$ cat src/rtl/slowframe_rx.sv
// Receive parser for host slow-down request frames: pulses HostRequestSlowDown and latches the fill amount.
// Optional accept/drop statistics counters are enabled by defining RVVI_SLOWFRAME_STATS_EN.
module slowframe_rx #(
   parameter logic [47:0] DEST_MAC     = 48'h02_00_00_00_00_01,
   parameter bit          ACCEPT_BCAST = 1'b1,
   parameter logic [15:0] ETH_TYPE     = 16'h88B5,
   parameter logic [15:0] SLOW_OPCODE  = 16'h534C
) (
   input  logic        clk,
   input  logic        reset,
   input  logic [7:0]  RxData,
   input  logic        RxValid,
   input  logic        RxLast,
   input  logic        RxError,
   output logic        HostRequestSlowDown,
   output logic [31:0] HostFiFoFillAmt,
   output logic [15:0] FramesAccepted,
   output logic [15:0] FramesDropped
);

   typedef enum logic [2:0] {
      STATE_IDLE, STATE_HDR, STATE_PAYLOAD, STATE_DRAIN, STATE_DROP
   } state_t;

   state_t      state_q, state_d;
   logic [4:0]  idx_q, idx_d;
   logic        ucast_q, ucast_d, bcast_q, bcast_d, type_ok_q, type_ok_d, err_q, err_d;
   logic [31:0] hold_q, hold_d, fill_q, fill_d;
   logic        pulse_q, pulse_d;
   logic [4:0]  cur_idx_s;
   logic        err_s, opc_bad_s, accept_s, drop_s;

   function automatic logic [7:0] dest_byte(input logic [4:0] idx);
      case (idx)
         5'd0:    return DEST_MAC[47:40];
         5'd1:    return DEST_MAC[39:32];
         5'd2:    return DEST_MAC[31:24];
         5'd3:    return DEST_MAC[23:16];
         5'd4:    return DEST_MAC[15:8];
         5'd5:    return DEST_MAC[7:0];
         default: return 8'h00;
      endcase
   endfunction

   // Per-beat parse: field matching, state transitions and accept/drop decision.
   always_comb begin
      state_d   = state_q;
      idx_d     = idx_q;
      ucast_d   = ucast_q;
      bcast_d   = bcast_q;
      type_ok_d = type_ok_q;
      err_d     = err_q;
      hold_d    = hold_q;
      accept_s  = 1'b0;
      drop_s    = 1'b0;
      cur_idx_s = (state_q == STATE_IDLE) ? 5'd0 : idx_q;
      err_s     = ((state_q == STATE_IDLE) ? 1'b0 : err_q) | RxError;
      opc_bad_s = ((cur_idx_s == 5'd14) && (RxData != SLOW_OPCODE[15:8])) ||
                  ((cur_idx_s == 5'd15) && (RxData != SLOW_OPCODE[7:0]));
      if (RxValid) begin
         err_d = err_s;
         idx_d = (cur_idx_s < 5'd20) ? cur_idx_s + 5'd1 : 5'd20;
         if (cur_idx_s < 5'd6) begin
            ucast_d = ((state_q == STATE_IDLE) ? 1'b1 : ucast_q) & (RxData == dest_byte(cur_idx_s));
            bcast_d = ((state_q == STATE_IDLE) ? ACCEPT_BCAST : bcast_q) & (RxData == 8'hFF);
         end else begin
            ucast_d = ucast_q;
            bcast_d = bcast_q;
         end
         if (cur_idx_s == 5'd12) begin
            type_ok_d = (RxData == ETH_TYPE[15:8]);
         end else if (cur_idx_s == 5'd13) begin
            type_ok_d = type_ok_q & (RxData == ETH_TYPE[7:0]);
         end else begin
            type_ok_d = type_ok_q;
         end
         if ((cur_idx_s >= 5'd16) && (cur_idx_s <= 5'd19)) begin
            hold_d = {hold_q[23:0], RxData};
         end else begin
            hold_d = hold_q;
         end
         case (state_q)
            STATE_IDLE: begin
               if (RxLast) drop_s = 1'b1;
               else        state_d = STATE_HDR;
            end
            STATE_HDR: begin
               if (RxLast) begin
                  drop_s = 1'b1;
               end else if (cur_idx_s == 5'd13) begin
                  state_d = ((ucast_d | bcast_d) & type_ok_d) ? STATE_PAYLOAD : STATE_DROP;
               end else begin
                  state_d = STATE_HDR;
               end
            end
            STATE_PAYLOAD: begin
               // A frame ending exactly on the last fill byte is still complete.
               if (RxLast) begin
                  accept_s = (cur_idx_s == 5'd19) & ~err_s;
                  drop_s   = ~accept_s;
               end else if (opc_bad_s) begin
                  state_d = STATE_DROP;
               end else if (cur_idx_s == 5'd19) begin
                  state_d = STATE_DRAIN;
               end else begin
                  state_d = STATE_PAYLOAD;
               end
            end
            STATE_DRAIN: begin
               if (RxLast) begin
                  accept_s = ~err_s;
                  drop_s   = err_s;
               end else begin
                  state_d = STATE_DRAIN;
               end
            end
            STATE_DROP: begin
               if (RxLast) drop_s = 1'b1;
               else        state_d = STATE_DROP;
            end
            default: state_d = STATE_IDLE;
         endcase
         if (RxLast) begin
            state_d = STATE_IDLE;
            idx_d   = 5'd0;
            err_d   = 1'b0;
         end else begin
            err_d   = err_s;
         end
      end else begin
         idx_d = idx_q;
      end
      pulse_d = accept_s;
      fill_d  = accept_s ? hold_d : fill_q;
   end

   // Parser state and registered outputs.
   always_ff @(posedge clk) begin
      if (reset) begin
         state_q   <= STATE_IDLE;
         idx_q     <= 5'd0;
         ucast_q   <= 1'b0;
         bcast_q   <= 1'b0;
         type_ok_q <= 1'b0;
         err_q     <= 1'b0;
         hold_q    <= 32'h0000_0000;
         fill_q    <= 32'h0000_0000;
         pulse_q   <= 1'b0;
      end else begin
         state_q   <= state_d;
         idx_q     <= idx_d;
         ucast_q   <= ucast_d;
         bcast_q   <= bcast_d;
         type_ok_q <= type_ok_d;
         err_q     <= err_d;
         hold_q    <= hold_d;
         fill_q    <= fill_d;
         pulse_q   <= pulse_d;
      end
   end

   assign HostRequestSlowDown = pulse_q;
   assign HostFiFoFillAmt     = fill_q;

`ifdef RVVI_SLOWFRAME_STATS_EN
   logic [15:0] acc_q, acc_d, drp_q, drp_d;

   // Saturating statistics counter next values.
   always_comb begin
      acc_d = acc_q;
      drp_d = drp_q;
      if (accept_s && (acc_q != 16'hFFFF)) acc_d = acc_q + 16'd1;
      else                                 acc_d = acc_q;
      if (drop_s && (drp_q != 16'hFFFF))   drp_d = drp_q + 16'd1;
      else                                 drp_d = drp_q;
   end

   // Statistics counter registers.
   always_ff @(posedge clk) begin
      if (reset) begin
         acc_q <= 16'h0000;
         drp_q <= 16'h0000;
      end else begin
         acc_q <= acc_d;
         drp_q <= drp_d;
      end
   end

   assign FramesAccepted = acc_q;
   assign FramesDropped  = drp_q;
`else
   assign FramesAccepted = 16'h0000;
   assign FramesDropped  = 16'h0000;
`endif

endmodule

$ cat config.mk
export PLATFORM = sky130hd
export DESIGN_NAME = slowframe_rx
export DESIGN_NICKNAME = d
export VERILOG_FILES = /design/src/rtl/slowframe_rx.sv
export SDC_FILE = /design/constraint.sdc
export NUM_CORES = 1
export LEC_CHECK = 0
export ABC_AREA = 1
export BUFFER_PORTS_ARGS = -buffer_cell sky130_fd_sc_hd__buf_2
export CAP_MARGIN = 20
export CORE_UTILIZATION = 30
export DETAILED_ROUTE_END_ITERATION = 10
export GPL_TIMING_DRIVEN = 1
export PLACE_DENSITY = 0.55
export SLEW_MARGIN = 0
export SYNTH_ARGS = -nofsm -noshare
export SYNTH_HDL_FRONTEND = slang
export SYNTH_SLANG_ARGS = --single-unit
$ cat constraint.sdc
create_clock -name clk -period 3.5 [get_ports clk]
set_input_delay 1.05 -clock clk [delete_from_list [all_inputs] [get_ports clk]]
set_output_delay 1.05 -clock clk [all_outputs]
set_load 0.03 [all_outputs]
==> key figures, run 1 <==
Worst setup path
  – R2R depth: 12
  – Crit path arrival time: 2880 ps
  – Crit path capture: HostFiFoFillAmt[14]
  – Nature of the critical path startpoint: flop
  – Kind of critical path: reg2reg
  – Worst r2r dst: HostFiFoFillAmt[14]
  – CP endpoint kind: flop
  – FF-to-FF Start: state_q[0]
  – Worst EP required: 3720 ps
  – Crit path launch: state_q[0]
  – Crit-path max FO: 38
  – Worst R2R Setup Slack: 850 ps

Placed design
  – Placed Area: 4000 um2
  – PortBufs: 45
  – DP HPWL: 5560 um
  – Final GP Congestion: 0.851
  – Pre-CTS WS: 594 ps

Global route
  – Gr ovfl total: 0
  – GRT Util Overall: 0.126
  – Initial antenna violation count: 0
  – Global-route wire length before repair: 12,900 um
  – Number of global-route vias before repair: 2,752
  – Largest net degree at the start of global routing: 63

Floorplan
  – Die ar.: 13,100 um2
  – CORE AREA: 12,200 um2
  – Initial core utilization: 0.312
  – FP Rows: 40
  – # IOs: 78
  – Die H: 115 um
  – Die width: 115 um

Min path
  – Worst hold path class: reg2reg

Synth
  – Register area share after synthesis: 0.406
  – Most common cell in the netlist: nor2_1
  – Post-synth EDFFs: 0
  – Post-synth top area cell: dfxtp_1
  – Synth Instances: 534
  – Syn avg cell area: 7.11 um2
  – Most frequent cells after synthesis: 110 x nor2_1, 77 x dfxtp_1, 72 x inv_1, 69 x nand2_1, 47 x a21oi_1
  – Syn. warnings: 0
  – Area contributors post-synth: dfxtp_1 41%, nor2_1 11%, inv_1 7.1%, nand2_1 6.8%, buf_4 6.5%
  – Prevailing post-synth register cell: dfxtp_1
  – Ys async rst share: 0
  – Cell variety after synth: 33
  – Synthesized area: 3800 um2
  – FF+latch count, synth: 77
  – Top-area cell type share of the netlist area: 0.406

Clock network
  – Clock latency on the worst-skew pair: 330 ps
  – CTS tree: done
  – Number of setup buffers added after CTS: 0
  – Hold_buf cts: 0
  – Clock root buffer: clkbuf_16
  – Sink Count: 77
  – Total CTS buffers: 9
  – Clock slew at reported path FFs: 60 ps
  – H-Tree Depth: 3
  – PostCTS Resize Cnt: 0
  – Clk buf depth: 2

STA
  – Max Slew Vio Count: 0
  – Fin crit period: 2650 ps
  – Fmax: 0.377 GHz
  – Least-Margin Pin Slew: 836 ps
  – Final Hold Viols: 0
  – Setup TNS Final: 0 ps
  – Layout Skew: 4.89 ps
  – Unrepaired setup endpoints after global routing: no
  – Final period utilization: 0.758
  – Setup ws final: 846 ps
  – Setup Viol. Count Final: 0
  – Rel. slew slack: 0.443

Power
  – P per Cell Area: 444 nW/um2
  – VDD IR max: 0.278 mV
  – Pleak: 1.77 nW

Job
  – Max-cap violations: 0

Drt
  – DRC: 0
  – Routed Antenna Nets: 0
  – Final WL: 7820 um
  – Mean routed wirelength per cell: 10.5 um
  – Total number of vias: 3,151
  – DRT Pass-1 Iters: 5
  – Vias/cell: 4.25
  – Detailed Route Iter0 Violations: 110

Final layout
  – Fraction of layout cells with a size suffix above 1: 0.176
  – Nets: 586
  – Fill count: 1,315
  – Area growth from synthesis to layout: 13.5%
  – Reg area: 1540 um2
  – Post-route cell area: 4310 um2
  – Inserted Diodes: 0
  – Multi-input gate area: 1670 um2

Run status
  – Status: finished clean
through the flow:
step / power, mW / util / std cells / hold slack (ps)
after floorplan: 1.01 / - / 565 / 445
after global placement: 1.01 / 0.329 / 726 / 460
after detailed placement: 1.01 / 0.329 / 726 / 467
after CTS: 1.94 / 0.354 / 742 / 475
after global routing: 1.99 / 0.354 / 742 / 504
final: 1.91 / 0.354 / 742 / 469
worst min path at each step:
stage	slack (ps)	to	from	depth (start not counted)
2_1_floorplan	450	err_q	err_q	2
3_3_place_gp	460	err_q	err_q	2
3_5_place_dp	470	err_q	err_q	2
4_1_cts	470	err_q	err_q	2
5_1_grt	500	err_q	err_q	2
6_report	470	err_q	err_q	2
per-layer routing:
metal | up-vias | track usage | wire length [um]
met3 | 12 | 0.0307 | 354
li1 | 1663 | - | -
met1 | 1395 | 0.159 | 3810
met5 | - | 0 | 0
met4 | 0 | 0.0632 | 170
met2 | 81 | 0.200 | 3490
power breakdown:
group	leakage, nW	switching (mW)	internal (mW)
sequential	0.621	0.00257	0.880
clock	0.149	0.361	0.563
combinational	1.00	0.0892	0.0168
critical path: stages, from the launching register on:
cell	delay, ps
dfxtp_1	360
nor2_4	190
nand2_8	110
nand2_2	120
inv_1	90
ha_1	260
nand3_4	140
nor2_2	60
o2111ai_4	670
buf_12	280
nor2_1	80
a21oi_1	110
nor2_1	50
final cells by class:
type,count,area share
inverter,85,0.0740
sequential,77,0.358
clock buffer,13,0.0650
tap,168,0.0488
clock inverter,3,0.00581
multi-input combinational,349,0.387
timing repair buffer,47,0.0616
cell usage in the layout, fill, tap and decap left out, types with 11 or more instances in the layout:
| cell | netlist | layout |
|---|---|---|
| a21oi_1 | 47 | 47 |
| nor2_1 | 110 | 110 |
| o21ai_1 | 22 | 22 |
| dfxtp_1 | 77 | 77 |
| conb_1 | 1 | 32 |
| inv_1 | 72 | 72 |
| nand2_1 | 69 | 69 |
| nand3_1 | 11 | 11 |
| o21ai_0 | 11 | 11 |
| buf_2 | 2 | 45 |
| inv_2 | 13 | 13 |
state kept, by name, summed over array words and instances (netlist names):
name and cells:
HostFiFoFillAmt 32, hold_q 32, idx_q 5, state_q 3, HostRequestSlowDown 1, bcast_q 1
err_q 1, type_ok_q 1, ucast_q 1
logic make-up after synthesis:
| family | synth area share |
|---|---|
| AO/OA/AOI/OAI | 0.138 |
| other | 0.000988 |
| AND/OR/NAND/NOR | 0.251 |
| adder cells (fa/ha/maj) | 0.0132 |
| XOR/XNOR | 0.00231 |
| buffers and inverters | 0.188 |
| flip-flops | 0.406 |
Power figures use the tool's default switching activity.
==> run 2: changes to the inputs <==
--- a/config.mk
+++ b/config.mk
@@ -5,7 +5,7 @@
 export SDC_FILE = /design/constraint.sdc
 export NUM_CORES = 1
 export LEC_CHECK = 0
-export ABC_AREA = 1
+export ABC_AREA = 0
 export BUFFER_PORTS_ARGS = -buffer_cell sky130_fd_sc_hd__buf_2
 export CAP_MARGIN = 20
 export CORE_UTILIZATION = 30
==> constraint.sdc (replaced) <==
create_clock -name clk -period 2.5 [get_ports clk]
set_input_delay 0.75 -clock clk [delete_from_list [all_inputs] [get_ports clk]]
set_output_delay 0.75 -clock clk [all_outputs]
set_load 0.03 [all_outputs]
==> run 2 against run 1 <==
Clock power grew 26%. Flip-flop and latch count did not move. Clock skew hardly changed. Routed wire length down 0.31%. Fmax grew 14%. Sequential share of layout area up 2.4 points. Total power rose by 34%. Cell count shrank 23%. Register-to-register slack worse by 670 ps. Highest routed layer unchanged. Synthesized area down 8.5%. Setup slack lost 670 ps. Die area down 8.3%.
==> key figures, run 2 <==
Global route
  – GRT Util Overall: 0.134
  – Initial antenna violation count: 0
  – Largest net degree at the start of global routing: 71
  – Global-route wire length before repair: 12,100 um
  – Number of global-route vias before repair: 2,432
  – Gr ovfl total: 0

STA
  – Setup Viol. Count Final: 0
  – Max Slew Vio Count: 0
  – Final Hold Viols: 0
  – Fmax: 0.431 GHz
  – Setup ws final: 178 ps
  – Fin crit period: 2320 ps
  – Unrepaired setup endpoints after global routing: no
  – Rel. slew slack: 0.637
  – Layout Skew: 5.19 ps
  – Setup TNS Final: 0 ps
  – Least-Margin Pin Slew: 541 ps
  – Final period utilization: 0.929

Floorplan
  – Die width: 110 um
  – CORE AREA: 11,100 um2
  – # IOs: 78
  – Die ar.: 12,000 um2
  – FP Rows: 38
  – Initial core utilization: 0.314
  – Die H: 110 um

Clock network
  – Clock slew at reported path FFs: 60 ps
  – Clock latency on the worst-skew pair: 330 ps
  – Sink Count: 77
  – H-Tree Depth: 3
  – Total CTS buffers: 9
  – Clk buf depth: 2
  – CTS tree: done
  – Hold_buf cts: 0
  – Clock root buffer: clkbuf_16

Placed design
  – PortBufs: 45
  – DP HPWL: 5140 um
  – Final GP Congestion: 0.808
  – Pre-CTS WS: 60.8 ps

Worst setup path
  – R2R depth: 8
  – Crit path arrival time: 2530 ps
  – Kind of critical path: reg2reg
  – Worst R2R Setup Slack: 180 ps
  – Worst EP required: 2710 ps
  – CP endpoint kind: flop
  – Nature of the critical path startpoint: flop
  – FF-to-FF Start: state_q[0]
  – Crit-path max FO: 24
  – Worst r2r dst: HostFiFoFillAmt[29]

Drt
  – Routed Antenna Nets: 0
  – DRC: 0
  – Vias/cell: 4.73
  – Detailed Route Iter0 Violations: 176
  – Mean routed wirelength per cell: 13.7 um
  – Total number of vias: 2,694
  – Final WL: 7800 um
  – DRT Pass-1 Iters: 5

Synth
  – Most common cell in the netlist: nor2_1
  – Ys async rst share: 0
  – Synthesized area: 3480 um2
  – FF+latch count, synth: 77
  – Synth Instances: 381
  – Syn. warnings: 0
  – Most frequent cells after synthesis: 82 x nor2_1, 77 x dfxtp_1, 35 x buf_4, 33 x a211oi_1, 32 x mux2i_1
  – Post-synth EDFFs: 0
  – Post-synth top area cell: dfxtp_1
  – Register area share after synthesis: 0.443
  – Area contributors post-synth: dfxtp_1 44%, mux2i_1 9.2%, nor2_1 8.9%, buf_4 7.6%, a211oi_1 7.1%
  – Top-area cell type share of the netlist area: 0.443
  – Syn avg cell area: 9.12 um2
  – Prevailing post-synth register cell: dfxtp_1
  – Cell variety after synth: 45

Final layout
  – Multi-input gate area: 1650 um2
  – Fraction of layout cells with a size suffix above 1: 0.191
  – Area growth from synthesis to layout: 16.1%
  – Reg area: 1540 um2
  – Most frequent cells in the layout: 82 x nor2_1, 76 x dfxtp_1, 45 x buf_2
  – Nets: 441
  – Fill count: 1,164
  – Commonest non-fill, non-tap cell in the layout: nor2_1
  – Inserted Diodes: 0

Power
  – Pleak: 1.83 nW
  – VDD IR max: 0.384 mV
  – P per Cell Area: 635 nW/um2

Job
  – Max-cap violations: 0

Min path
  – Worst hold path class: reg2reg
  – Hold path cells: 2
  – Worst Hold Path EP: type_ok_q
  – Hold Path Origin: type_ok_q

Run status
  – Status: finished clean
-- run 2: cell types whose count changed in the layout (fill, tap and decap cells not counted), sizes merged, moves of 10 or more --
cell	change
nor2	-35
mux2i	+32
buf	+10
inv	-79
o21ai	-30
a211oi	+34
a21oi	-42
nand2	-66
-- run 2: worst max-delay path: stages, from the launching register on --
cell and delay, ps:
dfxtp_2 350, or3_4 410, nand2_1 130, inv_1 70, ha_1 240, o311ai_4 340, buf_12 250, mux2i_2 290
a211oi_2 100
-- run 2: how the worst max path moves through the flow --
| stage | start | endpoint | slack, ps | depth (start not counted) |
|---|---|---|---|---|
| floorplan | state_q[2] | HostFiFoFillAmt[29] | 90 | 10 |
| global placement | state_q[0] | HostFiFoFillAmt[29] | 180 | 8 |
| detailed placement | state_q[0] | HostFiFoFillAmt[29] | 60 | 8 |
| CTS | state_q[0] | HostFiFoFillAmt[29] | 50 | 8 |
| global route | state_q[0] | state_q[1] | 70 | 10 |
| finish | state_q[0] | HostFiFoFillAmt[29] | 180 | 8 |
-- run 2: routing by layer --
metal	wire, um	part of all wire	vias to the layer above	track usage
met3	434	0.056	6	0.0433
li1	-	-	1355	-
met5	0	0	-	0
met4	77	0.0099	0	0.0457
met2	3380	0.43	86	0.202
met1	3910	0.50	1247	0.179
-- run 2: cells by family after synthesis --
| family | share of synthesized area |
|---|---|
| AND/OR/NAND/NOR | 0.175 |
| multiplexers | 0.0922 |
| AO/OA/AOI/OAI | 0.149 |
| buffers and inverters | 0.122 |
| flip-flops | 0.443 |
| adder cells (fa/ha/maj) | 0.0144 |
| XOR/XNOR | 0.00252 |
| other | 0.00108 |
-- run 2: power breakdown --
part	leakage, nW	internal [mW]	switching, mW
Clock	0.132	0.669	0.495
Combinational	1.07	0.0329	0.128
Sequential	0.621	1.23	0.00490
-- run 2: timing repair --
action	CTS	global route
setup buffers	0	1
endpoints found under the setup margin	0	26
resized for setup	0	6
-- run 2: final cells by class --
class | count | share of cell area
Multi-Input combinational cell | 270 | 0.408
Sequential cell | 77 | 0.382
Timing Repair Buffer | 58 | 0.0924
Clock buffer | 10 | 0.0567
Tap cell | 140 | 0.0434
Clock inverter | 6 | 0.00992
Inverter | 8 | 0.00744
-- run 2: per-stage QoR --
| step | util | hold slack [ps] | std cells | instance area [um2] | total power [mW] |
|---|---|---|---|---|---|
| after floorplan | - | 448 | 412 | 3590 | 1.42 |
| after global placement | 0.336 | 475 | 551 | 3730 | 1.42 |
| after detailed placement | 0.336 | 478 | 551 | 3730 | 1.42 |
| after CTS | 0.361 | 486 | 567 | 4000 | 2.60 |
| after global routing | 0.364 | 517 | 569 | 4040 | 2.66 |
| final | 0.364 | 488 | 569 | 4040 | 2.56 |
==> run 3: changes to the inputs <==
--- a/config.mk
+++ b/config.mk
@@ -6,12 +6,14 @@
 export NUM_CORES = 1
 export LEC_CHECK = 0
 export ABC_AREA = 0
-export BUFFER_PORTS_ARGS = -buffer_cell sky130_fd_sc_hd__buf_2
+export ABC_CLOCK_PERIOD_IN_PS = 2500
 export CAP_MARGIN = 20
+export CORE_ASPECT_RATIO = 1.2
 export CORE_UTILIZATION = 30
 export DETAILED_ROUTE_END_ITERATION = 10
+export DONT_BUFFER_PORTS = 1
 export GPL_TIMING_DRIVEN = 1
-export PLACE_DENSITY = 0.55
+export PLACE_DENSITY = 0.5
 export SLEW_MARGIN = 0
 export SYNTH_ARGS = -nofsm -noshare
 export SYNTH_HDL_FRONTEND = slang
==> run 3 against run 2 <==
Clock skew is 1.8 ps higher. Routed wire length fell by 5.6%. First-iteration DRC count shrank 29%. Non-clock buffer count shrank 49. Largest cell class unchanged. Die area about the same. Largest power group is now the clock network. Register-to-register slack got worse by 20 ps. Cell count decreased by 6.2%.
==> key figures, run 3 (synthesis results as in run 2) <==
Run status
  – Status: finished clean

Final layout
  – Area growth from synthesis to layout: 10.1%
  – Most frequent cells in the layout: 82 x nor2_1, 77 x dfxtp_1, 33 x a211oi_1
  – Nets: 392
  – Inserted Diodes: 0
  – Fraction of layout cells with a size suffix above 1: 0.0789
  – Fin util: 0.343
  – Commonest non-fill, non-tap cell in the layout: nor2_1
  – Post-route insts no fill: 534
  – Fill count: 1,161
  – Post-route cell area: 3830 um2

Drt
  – Detailed Route Iter0 Violations: 125
  – Mean routed wirelength per cell: 13.8 um
  – Total number of vias: 2,515
  – DRC: 0
  – Routed Antenna Nets: 0
  – Vias/cell: 4.71
  – DRT Pass-1 Iters: 4
  – Final WL: 7360 um

Floorplan
  – Die ar.: 12,000 um2
  – FP Rows: 42
  – # IOs: 78
  – Die H: 120 um
  – CORE AREA: 11,100 um2
  – Initial core utilization: 0.312
  – Die width: 100 um

Worst setup path
  – Crit-path max FO: 32
  – Worst EP required: 2700 ps
  – CP peak stage delay: 440 ps
  – CP endpoint kind: flop
  – Kind of critical path: reg2reg
  – Crit path arrival time: 2540 ps
  – Nature of the critical path startpoint: flop
  – Crit path cell chain: or3_1 > nand2_1 > inv_1 > ha_1 > o311ai_4 > buf_12 > mux2i_1 > a211oi_1
  – CP max stage cell: or3_1

Clock network
  – Clk buf depth: 2
  – Clock latency on the worst-skew pair: 330 ps
  – Hold_buf cts: 0
  – Total CTS buffers: 9
  – PostCTS Resize Cnt: 0
  – CTS tree: done
  – Number of setup buffers added after CTS: 0
  – Clock slew at reported path FFs: 60 ps
  – H-Tree Depth: 3
  – Clock root buffer: clkbuf_16
  – Sink Count: 77

Job
  – Max-cap violations: 0

Power
  – P per Cell Area: 723 nW/um2
  – Power share of the sequential group: 0.446
  – Pleak: 1.61 nW
  – Clk pwr share: 0.513
  – Psw: 0.585 mW
  – VDD IR max: 0.268 mV
  – P_int: 2.18 mW
  – Combinational group share of total power: 0.041
  – Switch share: 0.211
  – Power Total: 2.77 mW

Placed design
  – Pre-CTS WS: 176 ps
  – Placed Area: 3490 um2
  – Final GP Congestion: 0.823
  – PortBufs: 0
  – DP HPWL: 5090 um
  – DP Cell Count: 518

STA
  – Setup TNS Final: 0 ps
  – Final Hold Viols: 0
  – Setup ws final: 161 ps
  – Max Slew Vio Count: 0
  – Final period utilization: 0.935
  – Unrepaired setup endpoints after global routing: no
  – Layout Skew: 6.97 ps
  – WHS: 483 ps
  – Setup Viol. Count Final: 0
  – Fin crit period: 2340 ps
  – Fmax: 0.428 GHz

Global route
  – GRT Util Overall: 0.128
  – Gr ovfl total: 0
  – Number of global-route vias before repair: 2,314
  – Initial antenna violation count: 0
  – Largest net degree at the start of global routing: 80
  – Global-route wire length before repair: 12,000 um

Min path
  – Worst hold path class: reg2reg
==> run 3: cell count changes in the layout (fill, tap and decap cells not counted), moves of 2 or more <==
cell | before | now
clkinv_2 | 3 | 1
buf_4 | 9 | 7
buf_2 | 45 | 0
bufinv_16 | 0 | 2
clkbuf_8 | 0 | 2
==> run 3: power groups by stage <==
stage	clock network [mW]	registers [mW]	logic, mW
4_1_cts	1.47	1.23	0.112
2_1_floorplan	0	1.26	0.157
6_report	1.42	1.23	0.113
3_5_place_dp	0	1.26	0.112
3_3_place_gp	0	1.26	0.112
5_1_grt	1.52	1.23	0.121
==> run 3: routing by layer <==
metal | GRT usage | part of all wire | vias up
li1 | - | - | 1261
met1 | 0.162 | 0.45 | 1182
met2 | 0.204 | 0.48 | 64
met3 | 0.0414 | 0.061 | 8
met4 | 0.0444 | 0.012 | 0
met5 | 0 | 0 | -
==> run 3: final timing paths <==
check / endpoint / slack [ps] / start / cells past startpoint
setup reg to reg: HostFiFoFillAmt[22] / 160 / state_q[2] / 8
hold reg to reg: err_q / 480 / err_q / 2
hold / removal: err_q / 480 / err_q / 2
setup / recovery: HostFiFoFillAmt[22] / 160 / state_q[2] / 8
==> run 3: layout make-up <==
class / instances / area, um2 / share of cell area
Clock buffer: 11 / 253 / 0.0661
Inverter: 8 / 30.0 / 0.00785
Tap cell: 154 / 193 / 0.0504
Timing Repair Buffer: 9 / 92.6 / 0.0242
Multi-Input combinational cell: 270 / 1630 / 0.427
Sequential cell: 77 / 1540 / 0.403
Clock inverter: 5 / 82.6 / 0.0216
==> run 3: critical path: cells and delay by family (launching register included) <==
family	cells	cell delay (ps)
and+or+nand+nor	2	580
buffers and inverters	2	340
DFF	1	300
muxes	1	300
adders and majority gates	1	230
AOI/OAI and AO/OA	2	410
